**src/rtl/engine_prog_nfa.sv**
```systemverilog
// engine_prog_nfa: run-time programmable shift-and NFA for one payload-engine channel.
// The pattern lives in a small config table (one entry per NFA state), not in gates.
// Optional feature macro: PAYLOAD_ENGINE_MATCH_OFFSET_EN
//   defined     -> match_offset_o reports the byte offset of the first completed match
//   not defined -> match_offset_o is tied to 0; no offset counter or capture register
`timescale 1ns/1ps

module engine_prog_nfa #(
  parameter int DEPTH    = 34,
  parameter int AW       = 6,
  parameter int OFFSET_W = 16
) (
  input  logic                clk_i,
  input  logic                rst_n_i,
  input  logic                sod_i,
  input  logic                cfg_we_i,
  input  logic [AW-1:0]       cfg_addr_i,
  input  logic [11:0]         cfg_data_i,
  input  logic                in_valid_i,
  input  logic [7:0]          in_char_i,
  output logic                in_ready_o,
  output logic                match_pulse_o,
  output logic                match_o,
  output logic [OFFSET_W-1:0] match_offset_o
);

  // Config table, one register set per NFA state (all read in parallel every byte)
  logic [DEPTH-1:0] valid_q, last_q, rep_q, nocase_q;
  logic [7:0]       ch_q [DEPTH];

  // NFA state vector and per-byte step logic
  logic [DEPTH-1:0] s_q, s_d, s_cur, s_step, hit, reach;
  logic             accept, complete;
  logic             match_q, match_d, match_cur, pulse_q, pulse_d;
  logic [7:0]       in_fold;
  logic             in_ws;

  function automatic logic [7:0] fold(input logic [7:0] c);
    return (c >= 8'h41 && c <= 8'h5A) ? (c | 8'h20) : c;
  endfunction

  function automatic logic is_ws(input logic [7:0] c);
    return (c >= 8'h09 && c <= 8'h0D) || (c == 8'h20);
  endfunction

  // A config write stalls the byte stream so no payload byte is dropped
  assign in_ready_o = !cfg_we_i;
  assign accept     = in_valid_i & in_ready_o;
  assign in_fold    = fold(in_char_i);
  assign in_ws      = is_ws(in_char_i);

  // sod and a config write both restart the search; sod also drops the sticky match
  assign s_cur     = (sod_i || cfg_we_i) ? '0 : s_q;
  assign match_cur = sod_i ? 1'b0 : match_q;

  // Table write port; reset invalidates every entry
  always_ff @(posedge clk_i) begin
    if (!rst_n_i) begin
      valid_q  <= '0;
      last_q   <= '0;
      rep_q    <= '0;
      nocase_q <= '0;
      for (int i = 0; i < DEPTH; i++) ch_q[i] <= '0;
    end else if (cfg_we_i) begin
      for (int i = 0; i < DEPTH; i++) begin
        if (cfg_addr_i == AW'(i)) begin
          valid_q[i]  <= cfg_data_i[11];
          last_q[i]   <= cfg_data_i[10];
          rep_q[i]    <= cfg_data_i[9];
          nocase_q[i] <= cfg_data_i[8];
          ch_q[i]     <= cfg_data_i[7:0];
        end
      end
    end
  end

  // Entries beyond the first last entry are unreachable, so mask them out
  always_comb begin
    reach[0] = 1'b1;
    for (int i = 1; i < DEPTH; i++) reach[i] = reach[i-1] & ~last_q[i-1];
  end

  // Per-state shift-and step; state 0 is always armed (unanchored search)
  for (genvar gi = 0; gi < DEPTH; gi++) begin : g_state
    logic eq, prev;
    assign eq = (ch_q[gi] == 8'h00) ? in_ws :
                nocase_q[gi]        ? (in_fold == fold(ch_q[gi])) :
                                      (in_char_i == ch_q[gi]);
    if (gi == 0) begin : g_first
      assign prev = 1'b1;
    end else begin : g_chain
      assign prev = s_cur[gi-1];
    end
    assign hit[gi]    = valid_q[gi] & reach[gi] & eq;
    assign s_step[gi] = hit[gi] & (prev | (rep_q[gi] & s_cur[gi]));
  end

  // Next-state selection and completion detect
  always_comb begin
    s_d      = accept ? s_step : s_cur;
    complete = accept & (|(s_step & last_q));
    pulse_d  = complete;
    match_d  = match_cur | complete;
  end

  // NFA state, pulse and sticky match registers
  always_ff @(posedge clk_i) begin
    if (!rst_n_i) begin
      s_q     <= '0;
      pulse_q <= 1'b0;
      match_q <= 1'b0;
    end else begin
      s_q     <= s_d;
      pulse_q <= pulse_d;
      match_q <= match_d;
    end
  end

  assign match_pulse_o = pulse_q;
  assign match_o       = match_q;

`ifdef PAYLOAD_ENGINE_MATCH_OFFSET_EN
  localparam logic [OFFSET_W-1:0] CNT_MAX = '1;

  logic [OFFSET_W-1:0] cnt_q, cnt_d, cnt_cur, off_q, off_d;

  // cnt_cur is the 0-based offset of the byte presented this cycle
  assign cnt_cur = sod_i ? '0 : cnt_q;

  // Saturating byte counter and first-match offset capture
  always_comb begin
    cnt_d = cnt_cur;
    if (accept && cnt_cur != CNT_MAX) cnt_d = cnt_cur + OFFSET_W'(1);
    off_d = sod_i ? '0 : off_q;
    if (complete && !match_cur) off_d = cnt_cur;
  end

  // Counter and capture registers
  always_ff @(posedge clk_i) begin
    if (!rst_n_i) begin
      cnt_q <= '0;
      off_q <= '0;
    end else begin
      cnt_q <= cnt_d;
      off_q <= off_d;
    end
  end

  assign match_offset_o = off_q;
`else
  assign match_offset_o = '0;
`endif

endmodule

```
**config.mk**
```make
export PLATFORM = sky130hd
export DESIGN_NAME = engine_prog_nfa
export DESIGN_NICKNAME = d
export VERILOG_FILES = /design/src/rtl/engine_prog_nfa.sv
export SDC_FILE = /design/constraint.sdc
export NUM_CORES = 1
export LEC_CHECK = 0
export ABC_CLOCK_PERIOD_IN_PS = 3200
export CAP_MARGIN = 20
export CORE_MARGIN = 1.5
export CORE_UTILIZATION = 57
export DETAILED_ROUTE_END_ITERATION = 7
export PLACE_DENSITY = 0.86
export SKIP_LAST_GASP = 1
export SYNTH_ARGS = -nofsm -noshare
export SYNTH_HDL_FRONTEND = slang
export SYNTH_SLANG_ARGS = --single-unit
```
**constraint.sdc**
```tcl
create_clock -name clk_i -period 3.2 [get_ports clk_i]
set_clock_uncertainty 0.15 [all_clocks]
set_input_delay 0.64 -clock clk_i [delete_from_list [all_inputs] [get_ports clk_i]]
set_output_delay 0.64 -clock clk_i [all_outputs]
set_load 0.005 [all_outputs]
```
**Yosys cells after proc, flatten, opt, wreduce, memory -nomap -nowiden**

Memories as Yosys holds them, arrays and structs flattened.
Cells that the tools add are included.
Widths: inputs -> output; s select.

- Reductions and logical operators: 109
- Bitwise gates (word level): 269
- Multiplexer cells: 277
- $lt $le $gt $ge: 72
- Equality and inequality tests: 102

Operator list:

| operator | count |
|---|---|
| $eq 8x8->1 | 68 |
| $ge 8x7->1 const B | 35 |
| $le 8x7->1 const B | 35 |
| $logic_not 8->1 | 34 |
| $mux 8 | 34 |
| $mux 6 | 35 |
| $mux 1 | 206 |
| $and 1x1->1 | 167 |
| $eq 6x5->1 const B | 16 |
| $mux 34 | 2 |
| $or 1x1->1 | 68 |
| $reduce_and 2->1 | 34 |
| $eq 6x4->1 const B | 8 |
| $logic_and 1x1->1 | 36 |
| $and 34x34->34 | 1 |
| $reduce_or 34->1 | 1 |
| $not 1->1 | 33 |
| $eq 6x3->1 const B | 4 |
| $eq 6x2->1 const B | 2 |
| $eq 6x6->1 const B | 2 |
| $eq 8x6->1 const B | 1 |
| $ge 8x4->1 const B | 1 |
| $le 8x4->1 const B | 1 |
| $eq 6x1->1 const B | 1 |
| other kinds (3) | 4 |

- Logic and storage cells: 968
- Memories: 1
- Bits in writable memories: 272
- Flip-flop bits (word level): 171

Memories:

| memory | words | bits a word | rd ports | clocked after Yosys merged registers in | write ports | RTL line | text |
|---|---|---|---|---|---|---|---|
| ch_q | 34 | 8 | 34 | 0 | 34 | 29 | `logic [7:0] ch_q [DEPTH];` |

**Longest topological paths before layout**

- Depth in word-level cells: 40
- Gate-level depth with buffers: 14

**Worst setup path before layout**

Ideal clock, no wire load.

- Path kind: register to register
- From: memory ch_q[0][1]
- To: register pulse_q (netlist: match_pulse_o)
- Required time: 2.921 ns
- Period minus slack after synthesis: 3.405 ns
- Arrival time: 3.127 ns
- Cell stages (with the launch flop): 10
- Path slack: -0.205 ns
- Path through: edfxtp_1 > or4_4 > or4_1 > a41oi_1 > xor2_1 > a311o_1 > a2111o_1 > or4_1 > nor4_2 > a21oi_1

RTL lines:

| what | RTL line | text |
|---|---|---|
| from (decl) | 29 |  |
| to (signal assigned) | 114 | `pulse_q <= pulse_d;` |
| to (decl) | 34 | `logic match_q, match_d, match_cur, pulse_q, pulse_d;` |

==> impl_metrics.env <==
export IMPL_relSlewSlack_pct=24.9
export IMPL_path_depth=9
export IMPL_htreeDepth=2
export IMPL_postRouteAntennaNets=0
export IMPL_min_path_cells=2
export IMPL_maxSlewViolCount=0
export IMPL_rr_startpoint="ch_q[0][7]"
export IMPL_dpl_hpwl_um=47800
export IMPL_hp_class="register to register"
export IMPL_min_from="s_q[33]"
export IMPL_grt_ovfl_total=0
export IMPL_path_buf_inv=0
export IMPL_critPathCaptureType="register"
export IMPL_setup_ws_ns=-0.354
export IMPL_layout_commonest_cell="and2_1"
export IMPL_powerDensity_nw_per_um2=492
export IMPL_run_status="finished with violations"
export IMPL_cts_sinks=443
export IMPL_seqCellArea_um2=11600
export IMPL_start_util_pct=57.5
export IMPL_cts_buffers=45
export IMPL_finalPower_mw=13.4
export IMPL_period_share_pct=111
export IMPL_hold_ws_ns=0.310
export IMPL_drt_iter0_drc=1650
export IMPL_worstSetupStartpoint="ch_q[0][7]"
export IMPL_port_buffers=33
export IMPL_grt_pass1_vias=19200
export IMPL_antennaDiodeCount=0
export IMPL_finalWeightedCongestion=0.994
export IMPL_ys_warn_count=0
export IMPL_grt_max_degree=35
export IMPL_antenna_found_initial=1
export IMPL_netlist_area_um2=23400
export IMPL_dr_total_vias=19100
export IMPL_syn_inst=2259
export IMPL_ff2ff_path_depth=9
export IMPL_synth_ff_type="edfxtp_1"
export IMPL_failed_checks="negative setup slack"
export IMPL_r2r_slack_ns=-0.35
export IMPL_nets=2463
export IMPL_p_leak_nw=9.93
export IMPL_cts_tree="built"
export IMPL_cp_top_family="simple AND/OR/NAND/NOR gates"
export IMPL_synthArstFlopShare_pct=0
export IMPL_cp_required_ns=3.50
export IMPL_dieArea_um2=42200
export IMPL_final_fill_count=2941
export IMPL_hold_end="s_q[33]"
export IMPL_totalWireLength_um=69800
export IMPL_r2r_end="match_o"
export IMPL_cp_max_fo=2
export IMPL_vias_per_cell=6.35
export IMPL_ir_worst_vdd_v=0.000438
export IMPL_post_place_ws_ns=-0.653
export IMPL_fmax_mhz=281
export IMPL_die_h_um=206
export IMPL_drc=0
export IMPL_syn_area_per_cell_um2=10.3
export IMPL_cts_buffer_depth=3
export IMPL_grt_pass1_wl_um=107000
export IMPL_synth_seq_cells=443
export IMPL_setup_viol=2
export IMPL_finalSetupTns_ns=-0.689
export IMPL_synth_edff_count=272
export IMPL_ioPinCount=50
export IMPL_die_x_um=206
export IMPL_clkSlewWorstSetupHoldPaths_ns=0.06
export IMPL_start_kind="register"
export IMPL_rsz0062_at_grt="true"
export IMPL_stdcell_area_um2=27100
export IMPL_max_cap_violations=0
export IMPL_worstSetupPathType="register to register"
export IMPL_crit_arrival_ns=3.86
export IMPL_path_common_cell="or4_4"
export IMPL_tightestPinTransition_ns=1.13
export IMPL_first_pass_iters=6
export IMPL_area_growth_pct=16.1
export IMPL_track_usage_pct=33.4
export IMPL_fin_crit_ns=3.55
export IMPL_clk_latency_ns=0.59
export IMPL_placed_area_um2=25500
export IMPL_mostFrequentLayoutCells="282 x and2_1, 272 x edfxtp_1, 215 x buf_4"
export IMPL_drive_above_1_share_pct=13.5
export IMPL_rows=74
export IMPL_yosysSeqAreaShare_pct=49.6
export IMPL_multiInputGateArea_um2=10900
export IMPL_synth_cell_type_count=86
export IMPL_max_stage_delay_ns=0.55
export IMPL_drt_wirelength_per_cell_um=23.3
export IMPL_slowest_stage="or4_4"
export IMPL_core_area_um2=40600
export IMPL_finalHoldViolations=0
export IMPL_root_buffer="clkbuf_16"
export IMPL_path_cells="or4_4 -> or4_4 -> a41oi_4 -> xor2_1 -> a311o_1 -> a2111o_1 -> or4_4 -> nor4_4 -> o21ai_1"
## synthesized netlist by cell type, drive strengths merged, types with 15 or more instances
cell type | count | area (um2)
nor2b | 15 | 93.8
xor2 | 156 | 1370
nand2 | 107 | 404
inv | 82 | 308
nand4 | 30 | 188
a41oi | 15 | 131
nand3 | 78 | 395
nor3 | 65 | 330
a22o | 127 | 1110
xnor2 | 136 | 1190
dfxtp | 171 | 3420
o21ai | 34 | 170
nor2 | 101 | 397
nor3b | 17 | 128
nor4 | 65 | 419
and2 | 282 | 1760
clkbuf | 90 | 338
or4 | 28 | 218
edfxtp | 272 | 8170
a21o | 33 | 248
a21oi | 66 | 330
buf | 57 | 359
o21a | 36 | 270
## worst max path at each step
| stage | slack, ns | end |
|---|---|---|
| after floorplan | -0.09 | match_pulse_o |
| after global placement | -0.64 | match_o |
| after detailed placement | -0.65 | match_pulse_o |
| after CTS | -0.34 | match_o |
| after global routing | -0.45 | match_o |
| final | -0.35 | match_o |
## per-stage QoR
step | instances | util (%)
finish | 3000 | 66.8
global route | 3000 | 66.8
CTS | 2999 | 66.7
detailed placement | 2915 | 62.7
global placement | 2915 | 62.7
floorplan | 2274 | -
## cells by family (layout without fill, tap and decap cells)
family	count (synthesis)	after routing	synth area share, %
AND/OR/NAND/NOR	870	870	21.2
buffers and inverters	229	423	4.30
flip-flops	443	443	49.6
XOR/XNOR	292	292	10.9
AO/OA/AOI/OAI	420	420	13.7
multiplexers	4	4	0.171
other	1	16	0.0160
## tightest hold or removal path, delay by kind of cell, from the launching register on
family / cells / cell delay, ns
flip-flops: 1 / 0.31
AND/OR/NAND/NOR: 2 / 0.10
## power breakdown
part           switching (mW)  internal [mW]  leakage [nW]
Sequential              0.186           6.25          3.96
Combinational           0.790          0.498          5.20
Clock                    2.26           3.37         0.767
Total                    3.24           10.1          9.93
## per-layer routing
layer  share of wire, %  track usage (%)
met5              0.017                0
met4                5.6             17.6
met3                9.6             6.51
met2                 48             56.1
met1                 37             40.5
## layout make-up
cell class / instances / share of cell area (%)
sequential: 443 / 42.7
multi-input combinational: 1602 / 40.2
timing repair buffer: 258 / 7.73
clock buffer: 55 / 4.48
tap: 532 / 2.45
clock inverter: 28 / 1.32
inverter: 82 / 1.13
## flip-flops by register name (all words and copies together) (netlist names)
name and flops:
rep_q 33, ch_q 272, match_o 1, match_pulse_o 1
nocase_q 34, valid_q 34, last_q 34, s_q 34
## what timing repair did
item,4_1_cts,5_1_grt
hold buffers,0,0
resized for setup,7,1
setup buffers,1,1
endpoints found under the setup margin,2,2
pin swaps,5,3
Note: power is estimated with default switching activity, not from simulation.
